==> config.mk <==
export PLATFORM = sky130hd
export DESIGN_NAME = minisys_soc
export DESIGN_NICKNAME = d
export VERILOG_FILES = /design/src/rtl/minisys_pkg.sv /design/src/rtl/minisys_uart_rx.sv /design/src/rtl/minisys_soc.sv
export SDC_FILE = /design/constraint.sdc
export NUM_CORES = 1
export LEC_CHECK = 0
export ABC_AREA = 1
export BUFFER_PORTS_ARGS = -buffer_cell sky130_fd_sc_hd__buf_2
export CORE_MARGIN = 2
export CORE_UTILIZATION = 54
export CTS_BUF_LIST = sky130_fd_sc_hd__clkbuf_8
export CTS_CLUSTER_SIZE = 14
export DETAILED_ROUTE_END_ITERATION = 10
export PLACE_DENSITY_LB_ADDON = 0.2
export SLEW_MARGIN = 20
export SYNTH_ARGS = -nofsm -noshare
export SYNTH_HDL_FRONTEND = slang
export SYNTH_SLANG_ARGS = --single-unit
==> constraint.sdc <==
create_clock -name fpga_clk -period 2.8 [get_ports fpga_clk]
set_input_delay 0.28 -clock fpga_clk [delete_from_list [all_inputs] [get_ports fpga_clk]]
set_output_delay 0.28 -clock fpga_clk [all_outputs]
set_load 0.05 [all_outputs]
==> src/rtl/minisys_pkg.sv <==
// minisys_pkg: shared constants and state types for the Minisys board I/O shell
package minisys_pkg;
    localparam int DEF_CLKS_PER_BIT = 434;
    localparam int LED_W = 24;
    localparam int BYTES_PER_WORD = 3;
    typedef enum logic {RUN, PROG} mode_t;
    typedef enum logic [1:0] {IDLE, START, DATA, STOP} rx_state_t;
    typedef enum logic [1:0] {TX_IDLE, TX_START, TX_DATA, TX_STOP} tx_state_t;
endpackage

==> src/rtl/minisys_uart_rx.sv <==
// minisys_uart_rx: 8N1 UART receiver on an already synchronized line; one-cycle valid / frame_err strobes
module minisys_uart_rx import minisys_pkg::*; #(
    parameter int CLKS_PER_BIT = DEF_CLKS_PER_BIT
) (
    input  logic       clk,
    input  logic       rst_n,
    input  logic       rx,
    output logic [7:0] data,
    output logic       valid,
    output logic       frame_err
);
    localparam int CW = $clog2(CLKS_PER_BIT);
    localparam logic [CW-1:0] HALF = CW'(CLKS_PER_BIT / 2 - 1);
    localparam logic [CW-1:0] LAST = CW'(CLKS_PER_BIT - 1);

    rx_state_t     state, nxt;
    logic [CW-1:0] cnt;
    logic [2:0]    idx;
    logic          tick;

    assign tick = cnt == (state == START ? HALF : LAST);

    // state register
    always_ff @(posedge clk or negedge rst_n)
        if (!rst_n) state <= IDLE;
        else        state <= nxt;

    // bit timer and LSB-first data shifter
    always_ff @(posedge clk or negedge rst_n)
        if (!rst_n) begin
            cnt  <= '0;
            idx  <= '0;
            data <= '0;
        end else begin
            cnt <= (state == IDLE || tick) ? '0 : cnt + 1'b1;
            if (state == IDLE) idx <= '0;
            if (state == DATA && tick) begin
                data <= {rx, data[7:1]};
                idx  <= idx + 1'b1;
            end
        end

    // next state: falling edge, mid-start glitch check, 8 data bits, stop
    always_comb begin
        nxt = state;
        case (state)
            IDLE:    nxt = rx ? IDLE : START;
            START:   nxt = tick ? (rx ? IDLE : DATA) : START;
            DATA:    nxt = (tick && idx == 3'd7) ? STOP : DATA;
            STOP:    nxt = tick ? IDLE : STOP;
            default: nxt = IDLE;
        endcase
    end

    // outputs: strobes at the mid-stop sample
    always_comb begin
        valid     = state == STOP && tick && rx;
        frame_err = state == STOP && tick && !rx;
    end
endmodule

==> src/rtl/minisys_soc.sv <==
// minisys_soc: Minisys I/O shell - LEDs show switches XOR mask; mask loaded over UART in PROG mode.
// Optional: MINISYS_UART_ECHO_EN retransmits each accepted PROG byte on tx.
module minisys_soc import minisys_pkg::*; #(
    parameter int CLKS_PER_BIT = DEF_CLKS_PER_BIT
) (
    input  logic             fpga_clk,
    input  logic             fpga_rst,
    input  logic [LED_W-1:0] switch2N4,
    input  logic             start_pg,
    input  logic             rx,
    output logic [LED_W-1:0] led2N4,
    output logic             tx
);
    localparam logic [1:0] LAST_BYTE = 2'(BYTES_PER_WORD - 1);

    logic [1:0]       rst_q;
    logic             rst_n;
    logic [LED_W-1:0] sw_q, sw_s;
    logic [1:0]       pg_q, rx_q;
    mode_t            mode;
    logic [7:0]       rx_byte;
    logic             rx_valid, unused_frame_err;
    logic [LED_W-1:0] mask, shreg;
    logic [1:0]       cnt;

    // reset asserts asynchronously and releases two clocks after the pin rises
    always_ff @(posedge fpga_clk or negedge fpga_rst)
        if (!fpga_rst) rst_q <= '0;
        else           rst_q <= {rst_q[0], 1'b1};
    assign rst_n = rst_q[1];

    // two-flop synchronizers for the asynchronous board pins
    always_ff @(posedge fpga_clk) begin
        sw_q <= switch2N4;
        sw_s <= sw_q;
        pg_q <= {pg_q[0], start_pg};
        rx_q <= {rx_q[0], rx};
    end
    assign mode = pg_q[1] ? PROG : RUN;

    minisys_uart_rx #(.CLKS_PER_BIT(CLKS_PER_BIT)) u_rx (
        .clk       (fpga_clk),
        .rst_n     (rst_n),
        .rx        (rx_q[1]),
        .data      (rx_byte),
        .valid     (rx_valid),
        .frame_err (unused_frame_err)
    );

    // word assembly: shift PROG bytes in, commit every third, drop a partial word in RUN
    always_ff @(posedge fpga_clk or negedge rst_n)
        if (!rst_n) begin
            mask  <= '0;
            shreg <= '0;
            cnt   <= '0;
        end else if (mode == RUN) begin
            shreg <= '0;
            cnt   <= '0;
        end else if (rx_valid) begin
            shreg <= {shreg[LED_W-9:0], rx_byte};
            cnt   <= cnt == LAST_BYTE ? '0 : cnt + 1'b1;
            if (cnt == LAST_BYTE) mask <= {shreg[LED_W-9:0], rx_byte};
        end

    // LED register: word under construction in PROG, masked switches in RUN
    always_ff @(posedge fpga_clk or negedge rst_n)
        if (!rst_n) led2N4 <= '0;
        else        led2N4 <= mode == PROG ? shreg : sw_s ^ mask;

`ifdef MINISYS_UART_ECHO_EN
    localparam int CW = $clog2(CLKS_PER_BIT);
    localparam logic [CW-1:0] TLAST = CW'(CLKS_PER_BIT - 1);

    tx_state_t     tstate, tnxt;
    logic [9:0]    frame;
    logic [CW-1:0] tcnt;
    logic [2:0]    nb;
    logic          load, ttick;

    // TX state register
    always_ff @(posedge fpga_clk or negedge rst_n)
        if (!rst_n) tstate <= TX_IDLE;
        else        tstate <= tnxt;

    // TX next state; a byte arriving while busy is simply not echoed
    always_comb begin
        tnxt = tstate;
        case (tstate)
            TX_IDLE:  tnxt = load ? TX_START : TX_IDLE;
            TX_START: tnxt = ttick ? TX_DATA : TX_START;
            TX_DATA:  tnxt = (ttick && nb == 3'd7) ? TX_STOP : TX_DATA;
            TX_STOP:  tnxt = ttick ? TX_IDLE : TX_STOP;
            default:  tnxt = TX_IDLE;
        endcase
    end

    // TX outputs: frame load and bit-period tick
    always_comb begin
        load  = tstate == TX_IDLE && rx_valid && mode == PROG;
        ttick = tstate != TX_IDLE && tcnt == TLAST;
    end

    // frame shifter; tx is its low bit and it refills with idle ones
    always_ff @(posedge fpga_clk or negedge rst_n)
        if (!rst_n) begin
            frame <= '1;
            tcnt  <= '0;
            nb    <= '0;
        end else if (load) begin
            frame <= {1'b1, rx_byte, 1'b0};
            tcnt  <= '0;
            nb    <= '0;
        end else if (ttick) begin
            frame <= {1'b1, frame[9:1]};
            tcnt  <= '0;
            if (tstate == TX_DATA) nb <= nb + 1'b1;
        end else if (tstate != TX_IDLE) begin
            tcnt <= tcnt + 1'b1;
        end
    assign tx = frame[0];
`else
    assign tx = 1'b1;
`endif
endmodule

==> impl_metrics.toml <==
[route]
drtIter0Drc = 239
post_drt_wl_per_cell_um = 14.0
vias = 3673
via_per_inst = 5.09
drc = 0
ant_nets = 0
first_pass_iters = 5
finalWirelength_mm = 10.1

[floorplan]
fp.dieH_um = 102
rows = 35
dieWidth_um = 102
core_area_um2 = 9330
start_util_pct = 55.9
io_pins = 53
die_area_um2 = 10500

[synth]
ys_async_sr_fraction_pct = 65.3
yosysWarnings = 0
synth_edf_count = 0
ys_top_cells_by_count = "nand2_1, dfrtp_1, dfxtp_1"
synthCells = 501
syn_area_um2 = 5220
post-synth-top-count-cell = "nand2_1"
synth_area_leaders = "dfrtp_1, dfxtp_1, nand2_1"
synth_top_area_share_pct = 47.0
avgSynthCellArea_um2 = 10.4
synthFlopType = "dfrtp_1"
ys_seq_area_share_pct = 67.0
ys_seq_elements = 150
synth_cell_types = 32
yosys.area.top_type = "dfrtp_1"

[clocking]
clockBufferDepth = 2
clockRootBuffer = "clkbuf_8"
cts_buffers = 17
cts_tree = "built"
cts.sink_count = 150
htreeDepth = 4
clkTransAtPathRegs_ns = 0.08
clock_latency_ns = 0.44

[grt]
first_global_vias = 3524
grt_pass1_wl_mm = 16.8
grt_max_degree = 54
grtUsageTotal_pct = 21.6
grt_overflow = 0
antenna_found_initial = 0

[sta]
slew_viol_final = 0
relSlewSlack_pct = 51.6
setup_viol = 0
rsz0062_at_grt = "no"
fin_crit_ns = 2.08
clock_skew_ns = 0.0139
min_period_over_period_pct = 74.2
max_clock_freq_ghz = 0.481
setup_tns_ns = 0
worstMarginPinSlew_ns = 0.724
hold_viol_final = 0

[power]
irDropWorstVdd_mv = 0.535
seqPwrFrac_pct = 54.5
internal_power_mw = 3.25
p_switching_mw = 1.02
switching_share_pct = 23.9
power_density_nw_per_um2 = 684
power.share.combinational_pct = 7.2
pwr-share-clk_pct = 38.3
p_leak_nw = 3.11

[status]
outcome = "finished, final reports clean"

[worst_setup_path]
crit_fanout = 24
crit_arrival_ns = 2.39
critPathCaptureType = "flip-flop"
crit_type = "reg2reg"
ff2ff_setup_slack_ns = 0.72
cp-startpoint = "u_rx.state[0]"
start_kind = "flip-flop"
ff2ff_path_depth = 9
cp.required_ns = 3.12
rr_startpoint = "u_rx.state[0]"

[hold_path]
min_path_type = "in2async"

[placement]
gp_congestion = 0.856
hpwl_mm = 6.18
port_buffers = 51

[layout]
areaGrowthSynthToFinish_pct = 19.6
postLayoutCoreUtil_pct = 66.9
nNetsFinal = 610
diodes = 0
drive_gt1_share_pct = 15.9

[job]
maxCapViolCount = 0
==> cell families (layout without fill, tap and decap cells) <==
family | after synthesis | after routing | synth area share (%)
AOI/OAI and AO/OA | 43 | 43 | 4.20
xor gates and xnor gates | 24 | 24 | 4.03
adders and majority gates | 3 | 3 | 0.720
buffers and inverters | 44 | 134 | 3.67
DFF | 150 | 150 | 67.0
other | 1 | 2 | 0.0719
and+or+nand+nor | 236 | 236 | 20.4
==> worst paths after layout <==
path,end
hold reg to reg,sw_s[11]
hold / removal,rst_q[1]
setup reg to reg,mask[12]
setup / recovery,mask[12]
min in group fpga_clk,sw_s[11]
max in group asynchronous,cnt[0]
==> cell type report <==
class	count	area, µm²
flip-flops and latches	150	3500
fillers	720	3090
multi-input cells	308	1540
repair buffers	83	576
clock buffers	18	248
well taps	129	161
clock inverters	14	148
inverters	19	71.3
==> power groups by stage <==
stage | Sequential, mW | Clock, mW | Combinational, mW
2_1_floorplan | 2.42 | 0 | 0.135
3_3_place_gp | 2.36 | 0 | 0.262
3_5_place_dp | 2.37 | 0 | 0.277
4_1_cts | 2.33 | 1.67 | 0.306
5_1_grt | 2.34 | 1.77 | 0.338
6_report | 2.33 | 1.64 | 0.306
==> repair_timing <==
item                                   in CTS  in global routing
endpoints found under the hold margin      28                  0
resized for setup                           0                  0
buffers inserted                            0                  0
hold buffers                               27                  0
==> layer usage <==
layer | global-route usage, % | up-vias | routed length [µm]
met4 | 10.9 | 0 | 253
met1 | 28.3 | 1741 | 4500
met2 | 32.7 | 122 | 4800
met3 | 6.77 | 20 | 525
met5 | 0 | - | 0
li1 | - | 1790 | -
==> registers in the layout, indices dropped and copies added, names as in the netlist <==
| register | count |
|---|---|
| led2N4 | 24 |
| mask | 24 |
| shreg | 24 |
| sw_q | 24 |
| sw_s | 24 |
| u_rx.cnt | 9 |
| u_rx.data | 8 |
| u_rx.idx | 3 |
| cnt | 2 |
| pg_q | 2 |
| rst_q | 2 |
| rx_q | 2 |
| u_rx.state | 2 |
==> critical path, stage by stage, from the launching register on <==
cell and delay [ns]:
dfrtp_1 0.48, inv_2 0.04, nor2_1 0.09, nand3_1 0.08
nand2_2 0.09, nand3_2 0.10, nor2_4 0.15, nand4_2 0.57
nand2_1 0.27, nand2_1 0.07
==> cell usage in the layout, fill, tap and decap left out, drive strengths merged, types with 2 or more instances in the layout <==
cell and n:
a21oi 4, xnor2 24, buf 56, dfxtp 52, nor2 19, o21ai 37, clkinv 4, ha 3
conb 2, inv 24, nand4 28, dfrtp 98, bufinv 3, dlygate4sd3 27, nor3 5, nand3 32
clkbuf 18, nor3b 2, nand2 147, clkinvlp 2
==> through the flow <==
step | instances | cell area, µm² | hold slack (ns) | setup WS, ns | power [mW]
6_report | 721 | 6240 | 0.155 | 0.722 | 4.27
3_3_place_gp | 662 | 5580 | 0.0652 | 0.883 | 2.63
3_5_place_dp | 662 | 5580 | 0.0688 | 0.749 | 2.65
5_1_grt | 721 | 6240 | 0.136 | 0.533 | 4.45
2_1_floorplan | 502 | 5220 | -0.0156 | 1.15 | 2.55
4_1_cts | 721 | 6240 | 0.119 | 0.715 | 4.30
Power figures use the tool's default switching activity.
